$ cat src/rtl/im_load_arbiter.sv
// im_load_arbiter
// Shares the single port of the 16x32 instruction memory between the fetch
// unit (combinational reads at the PC) and a program loader that streams
// words in over a valid/ready handshake. Write bursts are bounded so that a
// waiting fetch gets one slot after every MAX_BURST accepted words.
//
// Ports:
//   clk, reset            clock; synchronous active-high reset
//   fetch_req/fetch_pc    fetch request and byte address (bits [5:2] used)
//   fetch_gnt/fetch_stall fetch granted this cycle / requested but blocked
//   load_start/base/count begin a load of count (1..16) words at word base
//   load_valid/load_data  loader word offer
//   load_ready            word accepted this cycle when load_valid is high
//   load_busy             load in progress
//   load_done             one-cycle pulse after the final word is written
//   load_err              one-cycle pulse for a rejected load_start
//   im_*                  memory address, write data, write and read strobes
module im_load_arbiter #(
  parameter int unsigned MAX_BURST = 4
) (
  input  logic        clk,
  input  logic        reset,
  input  logic        fetch_req,
  input  logic [31:0] fetch_pc,
  output logic        fetch_gnt,
  output logic        fetch_stall,
  input  logic        load_start,
  input  logic [3:0]  load_base,
  input  logic [4:0]  load_count,
  input  logic        load_valid,
  input  logic [31:0] load_data,
  output logic        load_ready,
  output logic        load_busy,
  output logic        load_done,
  output logic        load_err,
  output logic [31:0] im_addr,
  output logic [31:0] im_dataIn,
  output logic        im_memWrite,
  output logic        im_memRead
);

  typedef enum logic [1:0] {
    IDLE,
    LOAD,
    GAP
  } state_t;

  localparam logic [4:0] MAXB = 5'(MAX_BURST);

  state_t      state_q, state_d;
  logic [3:0]  ptr_q, ptr_d;
  logic [4:0]  remaining_q, remaining_d;
  logic [3:0]  burst_q, burst_d;
  logic        load_done_q, load_done_d;
  logic        load_err_q, load_err_d;

  logic [4:0]  burst_inc;
  logic        count_ok;

  always_comb begin
    state_d     = state_q;
    ptr_d       = ptr_q;
    remaining_d = remaining_q;
    burst_d     = burst_q;
    load_done_d = 1'b0;
    load_err_d  = 1'b0;

    burst_inc = {1'b0, burst_q} + 5'd1;
    count_ok  = (load_count != 5'd0) && (load_count <= 5'd16);

    case (state_q)
      IDLE: begin
        if (load_start) begin
          if (count_ok) begin
            ptr_d       = load_base;
            remaining_d = load_count;
            burst_d     = '0;
            state_d     = LOAD;
          end else begin
            load_err_d = 1'b1;
          end
        end
      end
      LOAD: begin
        // load_ready is always high in LOAD, so load_valid alone is an accept.
        if (load_valid) begin
          ptr_d       = ptr_q + 4'd1;
          remaining_d = remaining_q - 5'd1;
          if (remaining_q == 5'd1) begin
            state_d     = IDLE;
            load_done_d = 1'b1;
            burst_d     = '0;
          end else if ((burst_inc >= MAXB) && fetch_req) begin
            // >= also covers a burst that saturated while fetch was idle.
            state_d = GAP;
            burst_d = '0;
          end else if (burst_inc >= MAXB) begin
            burst_d = MAXB[3:0];
          end else begin
            burst_d = burst_inc[3:0];
          end
        end
      end
      GAP: begin
        state_d = LOAD;
      end
      default: begin
        state_d = IDLE;
      end
    endcase
  end

  always_ff @(posedge clk) begin
    if (reset) begin
      state_q     <= IDLE;
      ptr_q       <= '0;
      remaining_q <= '0;
      burst_q     <= '0;
      load_done_q <= 1'b0;
      load_err_q  <= 1'b0;
    end else begin
      state_q     <= state_d;
      ptr_q       <= ptr_d;
      remaining_q <= remaining_d;
      burst_q     <= burst_d;
      load_done_q <= load_done_d;
      load_err_q  <= load_err_d;
    end
  end

  always_comb begin
    fetch_gnt   = 1'b0;
    fetch_stall = 1'b0;
    load_ready  = 1'b0;
    im_memWrite = 1'b0;
    im_memRead  = 1'b0;
    im_addr     = fetch_pc;
    im_dataIn   = load_data;

    if (state_q == LOAD) begin
      load_ready  = 1'b1;
      fetch_stall = fetch_req;
      im_addr     = {26'b0, ptr_q, 2'b00};
      im_memWrite = load_valid;
    end else begin
      fetch_gnt  = fetch_req;
      im_memRead = fetch_req;
    end

    if (reset) begin
      fetch_gnt   = 1'b0;
      fetch_stall = 1'b0;
      load_ready  = 1'b0;
      im_memWrite = 1'b0;
      im_memRead  = 1'b0;
    end
  end

  assign load_busy = (state_q != IDLE);
  assign load_done = load_done_q;
  assign load_err  = load_err_q;

endmodule

$ cat config.mk
export PLATFORM = sky130hd
export DESIGN_NAME = im_load_arbiter
export DESIGN_NICKNAME = d
export VERILOG_FILES = /design/src/rtl/im_load_arbiter.sv
export SDC_FILE = /design/constraint.sdc
export NUM_CORES = 1
export LEC_CHECK = 0
export CAP_MARGIN = 25
export CORE_ASPECT_RATIO = 0.75
export CORE_MARGIN = 3
export CORE_UTILIZATION = 31
export DETAILED_ROUTE_END_ITERATION = 10
export PLACE_DENSITY = 0.86
export SYNTH_ARGS = -nofsm -noshare
export SYNTH_HDL_FRONTEND = slang
export SYNTH_SLANG_ARGS = --single-unit
$ cat constraint.sdc
create_clock -name clk -period 3 [get_ports clk]
set_input_delay 0.6 -clock clk [delete_from_list [all_inputs] [get_ports clk]]
set_output_delay 0.6 -clock clk [all_outputs]
set_load 0.02 [all_outputs]
; ---- Word level (Yosys, flattened, before mapping)
; Index checks and enable logic that the tools add are counted.
[word_totals]
ff_bits = 17
word_cells = 64
[op_classes]
n_addsub = 3
magnitude_cmp = 2
eq_ne = 7
muxes = 32
bitwise = 4
n_reduce_logical = 10
[op_table]
columns = op, n
row1 = 4-bit 2-to-1 mux, 9
row2 = 32-bit 2-to-1 mux, 1
row3 = 4-bit one-hot mux with 2 select lines, 2
row4 = 5-bit 2-to-1 mux, 3
row5 = 1-bit 2-to-1 mux, 10
row6 = 2-bit 2-to-1 mux, 5
row7 = 5-bit one-hot mux with 2 select lines, 1
row8 = 4-bit AND reduction, 2
row9 = 2-bit != test (second input constant), 3
row10 = 2-bit one-hot mux with 3 select lines, 1
row11 = 3-bit OR reduction, 2
row12 = 4-bit by 1-bit adder with 5-bit output (second input constant), 1
row13 = 5-bit by 1-bit == test with 1-bit output (second input constant), 1
row14 = 5-bit by 3-bit greater-or-equal comparator with 1-bit output (second input constant), 1
row15 = 5-bit <= comparator (second input constant), 1
row16 = 5-bit nonzero test, 1
row17 = 5-bit by 1-bit subtractor with 5-bit output (second input constant), 1
row18 = 4-bit by 1-bit adder with 4-bit output (second input constant), 1
row19 = 1-bit NOT, 4
row20 = 2-bit nonzero test, 2
row21 = 3-bit != test (second input constant), 1
row22 = 2-bit by 1-bit == test with 1-bit output (second input constant), 1
row23 = 2-bit == test (second input constant), 1
row24 = 1-bit logical AND, 2
row25 = 2-bit zero test, 1

; ---- Longest topological paths before layout
; Gate-level depths: netlist of run 1.
[depth]
depth_word = 7
mapped_depth = 7
ltp_nobuf = 7

; ---- Least setup slack after synthesis of run 1
; No wires, ideal clock.
[synth_timing]
path_kind = input-to-output
start = input port reset
end = output port im_memRead
arrival_ns = 1.847
required_time_ns = 2.400
path_slack_ns = 0.553
path_stages = 4
n_path_buf = 3
cell_sequence = clkbuf_1 clkbuf_1 nor3b_1 buf_4
[synth_via]
elab_chain_cells = 1
[synth_lines]
columns = item, line
row1 = start: declaration, 22  ; input logic reset,
row2 = 1-bit 2-to-1 mux, --
row3 = end: declaration, 39  ; output logic im_memRead
; Every way passes these cells.

; ---- Worst setup path after layout of run 1
[layout_timing]
start = input port reset
end = output port im_memWrite
[layout_via]
elab_chain_cells = 1
[layout_lines]
columns = item, line
row1 = 1-bit 2-to-1 mux, 150  ; if (reset) begin
row2 = end: declaration, 38  ; output logic im_memWrite,
; Every way passes these cells.

==> results.md, run 1 <==
* CTS Root Cell: clkbuf_8
* Post-synth top area share at 0.234
* Post_cts resized at 0
* NetSw at 0.372 mW
* Final Slew Violations at 0
* Number of global-route vias before repair at roughly 1,400
* Post-synth top flop: dfxtp_1
* Synth cell count leaders: 33 x buf_4, 29 x and2_1, 26 x nand2_1, 17 x dfxtp_1, 14 x a21oi_1
* Setup Skew at 0.00465 ns
* Boundary Pins at 150
* Clock latency on the worst-skew pair at between 0.2 and 0.3 ns
* Postcts setup bufs at 0
* H-tree level count at 1
* Max Freq at between 300 and 400 MHz
* Die Y at about 65 um
* Worst Hold Path Cells at 2
* DR vias/cell at 4.71
* Max clock buf depth at 2
* Leakage at 0.841 nW
* Post-DP HPWL at approximately 3.3 mm
* Max-capacitance violation count at 0
* Hold-fix buffers at CTS at 0
* WL per Instance at between 10 and 15 um
* Period utilization at 0.896
* Number of flops mapped to enable cells by yosys at 0
* DIE WIDTH at 85.0 um
* Total Die Area at 5550 um2
* HP Class: reg2reg
* Yosys reg bits at 17
* Crit path top cell by count: clkdlybuf4s50_1
* Gr ovfl total at 0
* Initial antenna violation count at 0
* Minimum clock period at between 2 and 3 ns
* Top-count cell post-synth: buf_4
* Synth Area per Inst at 7.41 um2
* Multi-input logic area at between 800 and 900 um2
* Worst R2R Path Depth at 6
* Final setup violation count at 0
* Layout cells sized above 1 at 0.0645
* Total Routed Length at about 4 mm
* DRT Pass-1 Iters at 4
* Critical path fanouts, max at 4
* Setup TNS at 0 ns
* RSZ-0062 raised after global routing: no
* Largest stage delay, worst path at 0.60 ns
* Sequential power share at 0.272
* Final RePlAce weighted congestion at around 0.79
* Synth async-reset ratio at 0
* Drt drc at 0
* Number of port buffers at 85
* Post-synthesis sequential area ratio at 0.234
* Area leader, netlist: dfxtp_1
* Via count at between 1,000 and 1,500
* Final Net Count at 332
* Crit path launch: reset
* Min Hold Slack at slightly below 0.5 ns
* Outcome: completed
* Inserted Diodes at 0
* CP bufs+invs at 3
* Largest net degree at the start of global routing at 24
* Clock power share at 0.176
* R2R Setup Slk at 1.18 ns
* CTS tree: done
* Critical Path AT at roughly 2.1 ns
* Critical-path top delay cell: clkdlybuf4s50_1
* Worst-path clk slew at about 0.070 ns
* Crit path max-delay family: buffers and inverters
* Row Count at 20
* R2r startpoint: state_q[0]
* Crit-path cells: clkdlybuf4s50_1 > nor2_1 > nand2_1 > inv_1 > clkdlybuf4s50_1
* Cell count after synthesis at 196
* Min-delay src: burst_q[2]
* Critical Path Sink Type: primary output
* Global-route wire length before repair at approximately 6.5 mm
* Net Count, Synth at ~280
* Hold path endpoint: burst_q[2]
* Critical path class: in2out
* Fin. Hold Viols at 0
* Clock Sinks at 17
* Critical Path Start Type: input pin
* Top cells by area, synth: dfxtp_1 23%, buf_4 17%, and2_1 12%
* CTS buffer count at 3
* Normalized max-slew margin at 0.740
* Worst EP required at 2.40 ns
* 1st-iter DRT viols at 34
* Unique masters post-synth at 37
* Ys Warns at 0
* Switching portion of total power at 0.377
* Pwr per Cell Area at 453 nW/um2
* Fill cells at about 420
* GRT Resource Usage Total at 0.141
* Share of power burned in combinational logic at 0.553
* Worst reg2reg path endpoint: burst_q[2]
* Synth-to-layout area growth at 50.1%
* Maximum vdd ir drop at approximately 0.22 mV
* Netlist Area Pre-Place at approximately 1500 um2
* Pint at a little over 0.6 mW
* Least-Margin Pin Slew at about 0.39 ns
* Initial core utilization at 0.339
* Sequential Area at ~340 um2
* Core Box Area at roughly 4300 um2
* Final core utilization at 0.510
* Routed Antenna Nets at 0
[worst reg2reg max path, delay by kind of cell (launching register included)]
family	cells	cell delay, ns
muxes	1	0.22
and+or+nand+nor	2	0.79
DFF	1	0.35
buffers and inverters	1	0.19
AOI/OAI and AO/OA	2	0.21
[how the worst max path moves through the flow]
stage	end	slack, ns	depth (start not counted)
after CTS	fetch_gnt	0.29	3
final	im_memWrite	0.31	5
after floorplan	im_memRead	0.55	4
after global routing	im_memWrite	0.18	5
after global placement	fetch_gnt	0.30	3
after detailed placement	im_memWrite	0.30	5
[per-stage QoR]
stage / std cells / power (mW) / instance area (um2) / setup WS (ns)
after CTS: 303 / 0.994 / 2180 / 0.295
final: 303 / 0.988 / 2180 / 0.312
after detailed placement: 299 / 0.821 / 2130 / 0.300
after global routing: 303 / 1.06 / 2180 / 0.184
after global placement: 299 / 0.812 / 2130 / 0.297
after floorplan: 196 / 0.625 / 1450 / 0.553
[registers in the layout, indices dropped and copies added, names as in the netlist]
signal       cells
load_done        1
ptr_q            4
remaining_q      5
state_q          2
burst_q          4
load_err         1
[logic make-up after synthesis]
logic type	Yosys count	share of synthesized area
AOI/OAI and AO/OA	30	0.127
xor gates and xnor gates	1	0.00603
adders and majority gates	5	0.0431
buffers and inverters	48	0.210
DFF	17	0.234
muxes	3	0.0241
and+or+nand+nor	92	0.355
[routing by layer]
metal	GRT usage	part of all wire	up-vias
met5	0	0	-
met4	0.0178	0.0025	0
met3	0.0576	0.085	4
met2	0.227	0.45	56
met1	0.183	0.46	640
li1	-	-	727
[layout by cell type, fill, tap and decap left out, types with 2 or more instances in the layout]
master,synthesis,layout
a211oi_1,2,2
dfxtp_1,17,17
nor2b_1,3,3
a21oi_1,14,14
buf_4,33,7
and2_1,29,29
nand2b_1,5,5
nand3b_1,3,3
ha_1,5,5
clkdlybuf4s50_1,0,85
nor2_1,8,8
mux2i_1,2,2
nand2_1,26,26
nand3_1,2,2
nor3b_1,3,3
o32ai_1,3,3
o21ai_0,4,4
nor3_1,5,5
inv_1,4,4
clkbuf_8,0,3
[cell type report]
type,instances,area share
Tap cell,55,0.0316
Sequential cell,17,0.156
Clock buffer,3,0.0189
Clock inverter,1,0.00229
Inverter,4,0.00688
Multi-Input combinational cell,131,0.370
Timing Repair Buffer,92,0.414
[power by group through the flow]
stage	combinational [mW]	clock, mW	sequential (mW)
final	0.546	0.174	0.269
after global routing	0.594	0.192	0.273
after CTS	0.550	0.176	0.269
after detailed placement	0.548	0	0.274
after global placement	0.541	0	0.272
after floorplan	0.356	0	0.269
Power figures use the tool's default switching activity.
==> run 2: changes to the inputs <==
--- a/config.mk
+++ b/config.mk
@@ -8,9 +8,9 @@
 export CAP_MARGIN = 25
 export CORE_ASPECT_RATIO = 0.75
 export CORE_MARGIN = 3
-export CORE_UTILIZATION = 31
+export CORE_UTILIZATION = 36
 export DETAILED_ROUTE_END_ITERATION = 10
-export PLACE_DENSITY = 0.86
+export DONT_BUFFER_PORTS = 1
 export SYNTH_ARGS = -nofsm -noshare
 export SYNTH_HDL_FRONTEND = slang
 export SYNTH_SLANG_ARGS = --single-unit
==> run 2 against run 1 <==
  * Sequential share of layout area rose by 10 points
  * Clock power barely moved
  * Worst setup slack improved by 0.43 ns
  * First-iteration DRC count rose to 3.9 times the previous value
  * Non-clock buffer count fell by 86
  * Register-to-register slack got worse by 0.12 ns
  * Hold slack got worse by 0.079 ns
  * Largest cell class is now multi-input gates
  * Total power fell by 21%
  * Critical endpoint is now im_addr[2]
==> results.md, run 2 (synthesized netlist as in run 1, its figures left out) <==
* Die Y at 61.0 um (-6.5%)
* Critical Path AT at 1.65 ns (-0.44 ns)
* Postcts setup bufs at 0 (unchanged)
* Minimum clock period at 2.25 ns (-0.433 ns)
* Max-capacitance violation count at 0 (unchanged)
* Setup Skew at 0.00405 ns (-0.000602 ns)
* Via count at 1,115 (-22%)
* Row Count at 19 (-5.0%)
* Final Net Count at 246 (-26%)
* Crit path top cell by count: buf_4
* Post-route cell area at 1320 um2 (-40%)
* Worst-path clk slew at 0.07 ns (about the same)
* DRT Pass-1 Iters at 4 (unchanged)
* Total Die Area at 4840 um2 (-13%)
* Global-route wire length before repair at 4.82 mm (-25%)
* Setup TNS at 0 ns (unchanged)
* Gr ovfl total at 0 (unchanged)
* Layout cells sized above 1 at 0.0864 (+0.0219)
* Hold-fix buffers at CTS at 0 (unchanged)
* HP Class: in2reg
* Post-DP HPWL at 2.57 mm (-21%)
* Sequential power share at 0.345 (+0.073)
* CP bufs+invs at 2 (-1)
* Largest regs: remaining_q: 5 flops, burst_q: 4 flops, ptr_q: 4 flops
* CTS tree: done
* Initial core utilization at 0.387 (+0.0473)
* Critical-path top delay cell: dfxtp_1
* Critical Path Start Type: flip-flop
* Biggest register: remaining_q
* Pwr per Cell Area at 595 nW/um2 (+31%)
* Max reg flops at 5 (unchanged)
* Core Box Area at 3760 um2 (-12%)
* WL per Instance at 15.4 um (+17%)
* Fill cells at 410 (-2.8%)
* 1st-iter DRT viols at 133 (+290%)
* Worst EP required at 2.40 ns (about the same)
* DR vias/cell at 5.21 (+11%)
* Inserted Diodes at 0 (unchanged)
* Clock latency on the worst-skew pair at 0.25 ns (about the same)
* Number of global-route vias before repair at 933 (-32%)
* Share of power burned in combinational logic at 0.432 (-0.121)
* Crit-path cells: nand2b_1 > buf_4 > nand2_1 > o21ai_0 > buf_4
* Leakage at 0.509 nW (-39%)
* Critical Path Sink Type: primary output
* Total Routed Length at 3.30 mm (-18%)
* Normalized max-slew margin at 0.646 (-0.0938)
* Outcome: completed
* RSZ-0062 raised after global routing: no
* Critical path class: reg2out
* Least-Margin Pin Slew at 0.531 ns (+0.141 ns)
* Number of port buffers at 0 (-100%)
* Max clock buf depth at 2 (unchanged)
* Switching portion of total power at 0.427 (+0.0507)
* Overall power at 0.784 mW (-21%)
* Largest net degree at the start of global routing at 34 (+42%)
* H-tree level count at 1 (unchanged)
* Period utilization at 0.752 (-0.144)
* Final core utilization at 0.351 (-0.159)
* Initial antenna violation count at 0 (unchanged)
* Critical path fanouts, max at 33 (+29)
* Maximum vdd ir drop at 0.218 mV (-1.9%)
* Final RePlAce weighted congestion at 0.775 (-2.5%)
* Commonest non-fill, non-tap cell in the layout: and2_1
* Post_cts resized at 0 (unchanged)
* Placed cell area at 1270 um2 (-40%)
* Final setup violation count at 0 (unchanged)
* Synth-to-layout area growth at -9.30%
* CTS buffer count at 3 (unchanged)
* Max Freq at 444 MHz (+19%)
* Drt drc at 0 (unchanged)
* Routed Antenna Nets at 0 (unchanged)
* DIE WIDTH at 79.4 um (-6.7%)
* Final Slew Violations at 0 (unchanged)
* Largest stage delay, worst path at 0.42 ns (-0.18 ns)
* Clock Sinks at 17 (unchanged)
* Fin. Hold Viols at 0 (unchanged)
* GRT Resource Usage Total at 0.128 (-0.0130)
* Crit path max-delay family: buffers and inverters
* Boundary Pins at 150 (unchanged)
* CTS Root Cell: clkbuf_8
* Pint at 0.449 mW (-27%)
* Clock power share at 0.224 (+0.048)
* NetSw at 0.335 mW (-10%)
* Most frequent cells in the layout: 29 x and2_1, 26 x nand2_1, 17 x dfxtp_1
-- run 2: cell type report --
cell class	instances	area [um2]	share of cell area
clock buffer	4	45.0	0.0342
inverter	4	15.0	0.0114
multi-input combinational	131	807	0.613
sequential	17	340	0.258
tap	52	65.1	0.0494
timing repair buffer	6	45.0	0.0342
-- run 2: layer usage --
metal	wire, um	global-route usage	vias up	share of wire
li1	-	-	551	-
met1	1560	0.186	505	0.47
met2	1400	0.174	57	0.42
met3	337	0.0585	2	0.10
met4	2	0.0245	0	0.00061
met5	0	0	-	0
-- run 2: power groups by stage --
stage	combinational, mW	sequential [mW]	clock (mW)
2_1_floorplan	0.356	0.269	0
3_3_place_gp	0.339	0.274	0
3_5_place_dp	0.340	0.274	0
4_1_cts	0.341	0.269	0.177
5_1_grt	0.375	0.274	0.191
6_report	0.339	0.270	0.175
-- run 2: stage by stage --
step	worst slack, ns	cells	hold slack, ns
floorplan	0.553	196	0.441
global placement	0.915	210	0.443
detailed placement	0.866	210	0.447
CTS	0.737	214	0.404
global route	0.580	214	0.396
finish	0.745	214	0.409
-- run 2: worst reg2reg max path, delay by kind of cell, from the launching register on --
family / cells / cell delay, ns
muxes: 1 / 0.23
DFF: 1 / 0.33
buffers and inverters: 1 / 0.18
and+or+nand+nor: 2 / 0.91
AOI/OAI and AO/OA: 2 / 0.23
-- run 2: final timing paths --
check             start         end  slack, ns  depth (start not counted)
min               reset  burst_q[2]       0.41                          1
max reg2reg  state_q[0]  burst_q[2]       1.06                          6
max          state_q[1]  im_addr[2]       0.75                          5
min reg2reg  state_q[0]    load_err       0.46                          1
==> run 3: changes to the inputs <==
==> constraint.sdc (replaced) <==
create_clock -name clk -period 1.8 [get_ports clk]
set_input_delay 0.36 -clock clk [delete_from_list [all_inputs] [get_ports clk]]
set_output_delay 0.36 -clock clk [all_outputs]
set_load 0.02 [all_outputs]
==> run 3 against run 2 <==
  * Total power up 69%
  * Core utilization is 1.4 points higher
  * Highest routed layer unchanged
  * Via count grew 0.54%
  * First-iteration DRC count decreased by 69%
  * Cell count grew 1.9%
  * Wire length decreased by 1.5%
  * Critical path type is now reg2reg
  * Global-route usage shrank 0.52 points
  * Hold slack lost 0.24 ns
==> results.md, run 3 (synthesized netlist as in run 1, its figures left out) <==
* Final Slew Violations at 0 (unchanged)
* Total Routed Length at 3.25 mm (-1.5%)
* RSZ-0062 raised after global routing: no
* Hold path endpoint: burst_q[2]
* Initial antenna violation count at 0 (unchanged)
* Critical path class: reg2reg
* Number of global-route vias before repair at 885 (-5.1%)
* DRT Pass-1 Iters at 4 (unchanged)
* Clock Sinks at 17 (unchanged)
* Boundary Pins at 150 (unchanged)
* Drt drc at 0 (unchanged)
* R2r startpoint: state_q[1]
* Final RePlAce weighted congestion at 0.829 (+7.0%)
* Most frequent cells in the layout: 29 x and2_1, 26 x nand2_1, 15 x dfxtp_1
* Routed Antenna Nets at 0 (unchanged)
* Crit-path cells: nor4b_1 > mux2_4 > a21oi_2 > or4_4 > a21oi_2
* Worst Hold Path Cells at 1 (unchanged)
* Fin. Hold Viols at 0 (unchanged)
* Critical Path AT at 1.91 ns (+0.26 ns)
* Critical-path top delay cell: or4_4
* Worst-path clk slew at 0.07 ns (about the same)
* Via count at 1,121 (+0.54%)
* Synth-to-layout area growth at -5.77%
* Number of port buffers at 0 (unchanged)
* Worst EP required at 1.99 ns (-0.41 ns)
* Max reg flops at 5 (unchanged)
* Postcts setup bufs at 0 (unchanged)
* WL per Instance at 14.9 um (-3.3%)
* Global-route wire length before repair at 4.53 mm (-6.0%)
* Hold-fix buffers at CTS at 0 (unchanged)
* Die Y at 61.0 um (unchanged)
* Final Net Count at 250 (+1.6%)
* Leakage at 0.534 nW (+4.9%)
* CTS tree: done
* Post_cts resized at 0 (unchanged)
* Gr ovfl total at 0 (unchanged)
* Total Die Area at 4840 um2 (unchanged)
* Worst R2R Path Depth at 5 (-1)
* Crit path top cell by count: a21oi_2
* Final setup violation count at 0 (unchanged)
* Post-route cell area at 1370 um2 (+3.9%)
* H-tree level count at 1 (unchanged)
* Setup Skew at 0.00107 ns (-0.00298 ns)
* Row Count at 19 (unchanged)
* Normalized max-slew margin at 0.760 (+0.114)
* Inserted Diodes at 0 (unchanged)
* Max-capacitance violation count at 0 (unchanged)
* Clock latency on the worst-skew pair at 0.25 ns (about the same)
* Initial core utilization at 0.387 (unchanged)
* CTS buffer count at 3 (unchanged)
* Commonest non-fill, non-tap cell in the layout: and2_1
* Critical path fanouts, max at 7 (-79%)
* Post-placement worst setup slack at 0.0751 ns (-0.791 ns)
* CP bufs+invs at 0 (-2)
* HP Class: in2reg
* Max clock buf depth at 2 (unchanged)
* Minimum clock period at between 1.5 and 2 ns
* 1st-iter DRT viols at 41 (-69%)
* DIE WIDTH at 79.4 um (unchanged)
* Max Freq at between 500 and 600 MHz
* DR vias/cell at 5.14 (-1.3%)
* Least-Margin Pin Slew at 0.354 ns (-0.177 ns)
* CTS Root Cell: clkbuf_8
* Crit path launch: state_q[1]
* Core Box Area at 3760 um2 (unchanged)
* Worst reg2reg path endpoint: burst_q[2]
* Largest net degree at the start of global routing at 25 (-26%)
* GRT Resource Usage Total at 0.123 (-0.00520)
* Largest stage delay, worst path at 0.51 ns (+0.09 ns)
* Min-delay src: reset
* Critical Path Sink Type: flip-flop
* Placed cell area at 1310 um2 (+2.8%)
* Setup TNS at 0 ns (unchanged)
* Pwr per Cell Area at 971 nW/um2 (+63%)
* Largest regs: remaining_q: 5 flops, burst_q: 4 flops, ptr_q: 4 flops
* Outcome: completed
* R2R Setup Slk at 0.07 ns (-0.99 ns)
* Crit path max-delay family: simple AND/OR/NAND/NOR gates
* Post-DP HPWL at 2.52 mm (-2.1%)
* Maximum vdd ir drop at 0.449 mV (+110%)
* Setup ws final at 0.0747 ns (-0.671 ns)
* Period utilization at 0.959
* Critical Path Start Type: flip-flop
* Biggest register: remaining_q
* Layout cells sized above 1 at 0.145 (+0.0582)
==> run 3: final cells by class <==
cell class / instances / area, um2
Clock buffer: 4 / 45.0
Fill cell: 391 / 2390
Inverter: 4 / 15.0
Multi-Input combinational cell: 131 / 822
Sequential cell: 17 / 343
Tap cell: 52 / 65.1
Timing Repair Buffer: 10 / 78.8
==> run 3: report_power, final <==
group | switching, mW | internal (mW) | total (mW) | leakage, nW
logic | 0.385 | 0.201 | 0.586 | 0.372
clock network | 0.131 | 0.157 | 0.288 | 0.0228
registers | 0.0405 | 0.415 | 0.455 | 0.140
==> run 3: how the worst max path moves through the flow <==
stage	end	slack (ns)	cells past startpoint
after floorplan	im_memRead	0.08	4
after global placement	remaining_q[1]	0.10	5
after detailed placement	ptr_q[1]	0.08	4
after CTS	im_addr[2]	0.05	5
after global routing	burst_q[0]	0.002	6
final	burst_q[2]	0.07	5
==> run 3: through the flow <==
stage | power [mW] | hold WS (ns) | utilization | std cells
5_1_grt | 1.43 | 0.149 | 0.364 | 218
3_3_place_gp | 1.05 | 0.434 | 0.348 | 214
6_report | 1.33 | 0.168 | 0.364 | 218
3_5_place_dp | 1.04 | 0.436 | 0.348 | 214
2_1_floorplan | 1.04 | 0.441 | - | 196
4_1_cts | 1.34 | 0.166 | 0.360 | 218
==> run 3: metal layers <==
metal	wire (um)	up-vias	share of wire	GRT usage
li1	-	558	-	-
met5	0	-	0	0
met3	388	2	0.12	0.0658
met1	1500	504	0.46	0.179
met4	12	0	0.0037	0.0245
met2	1340	57	0.41	0.158
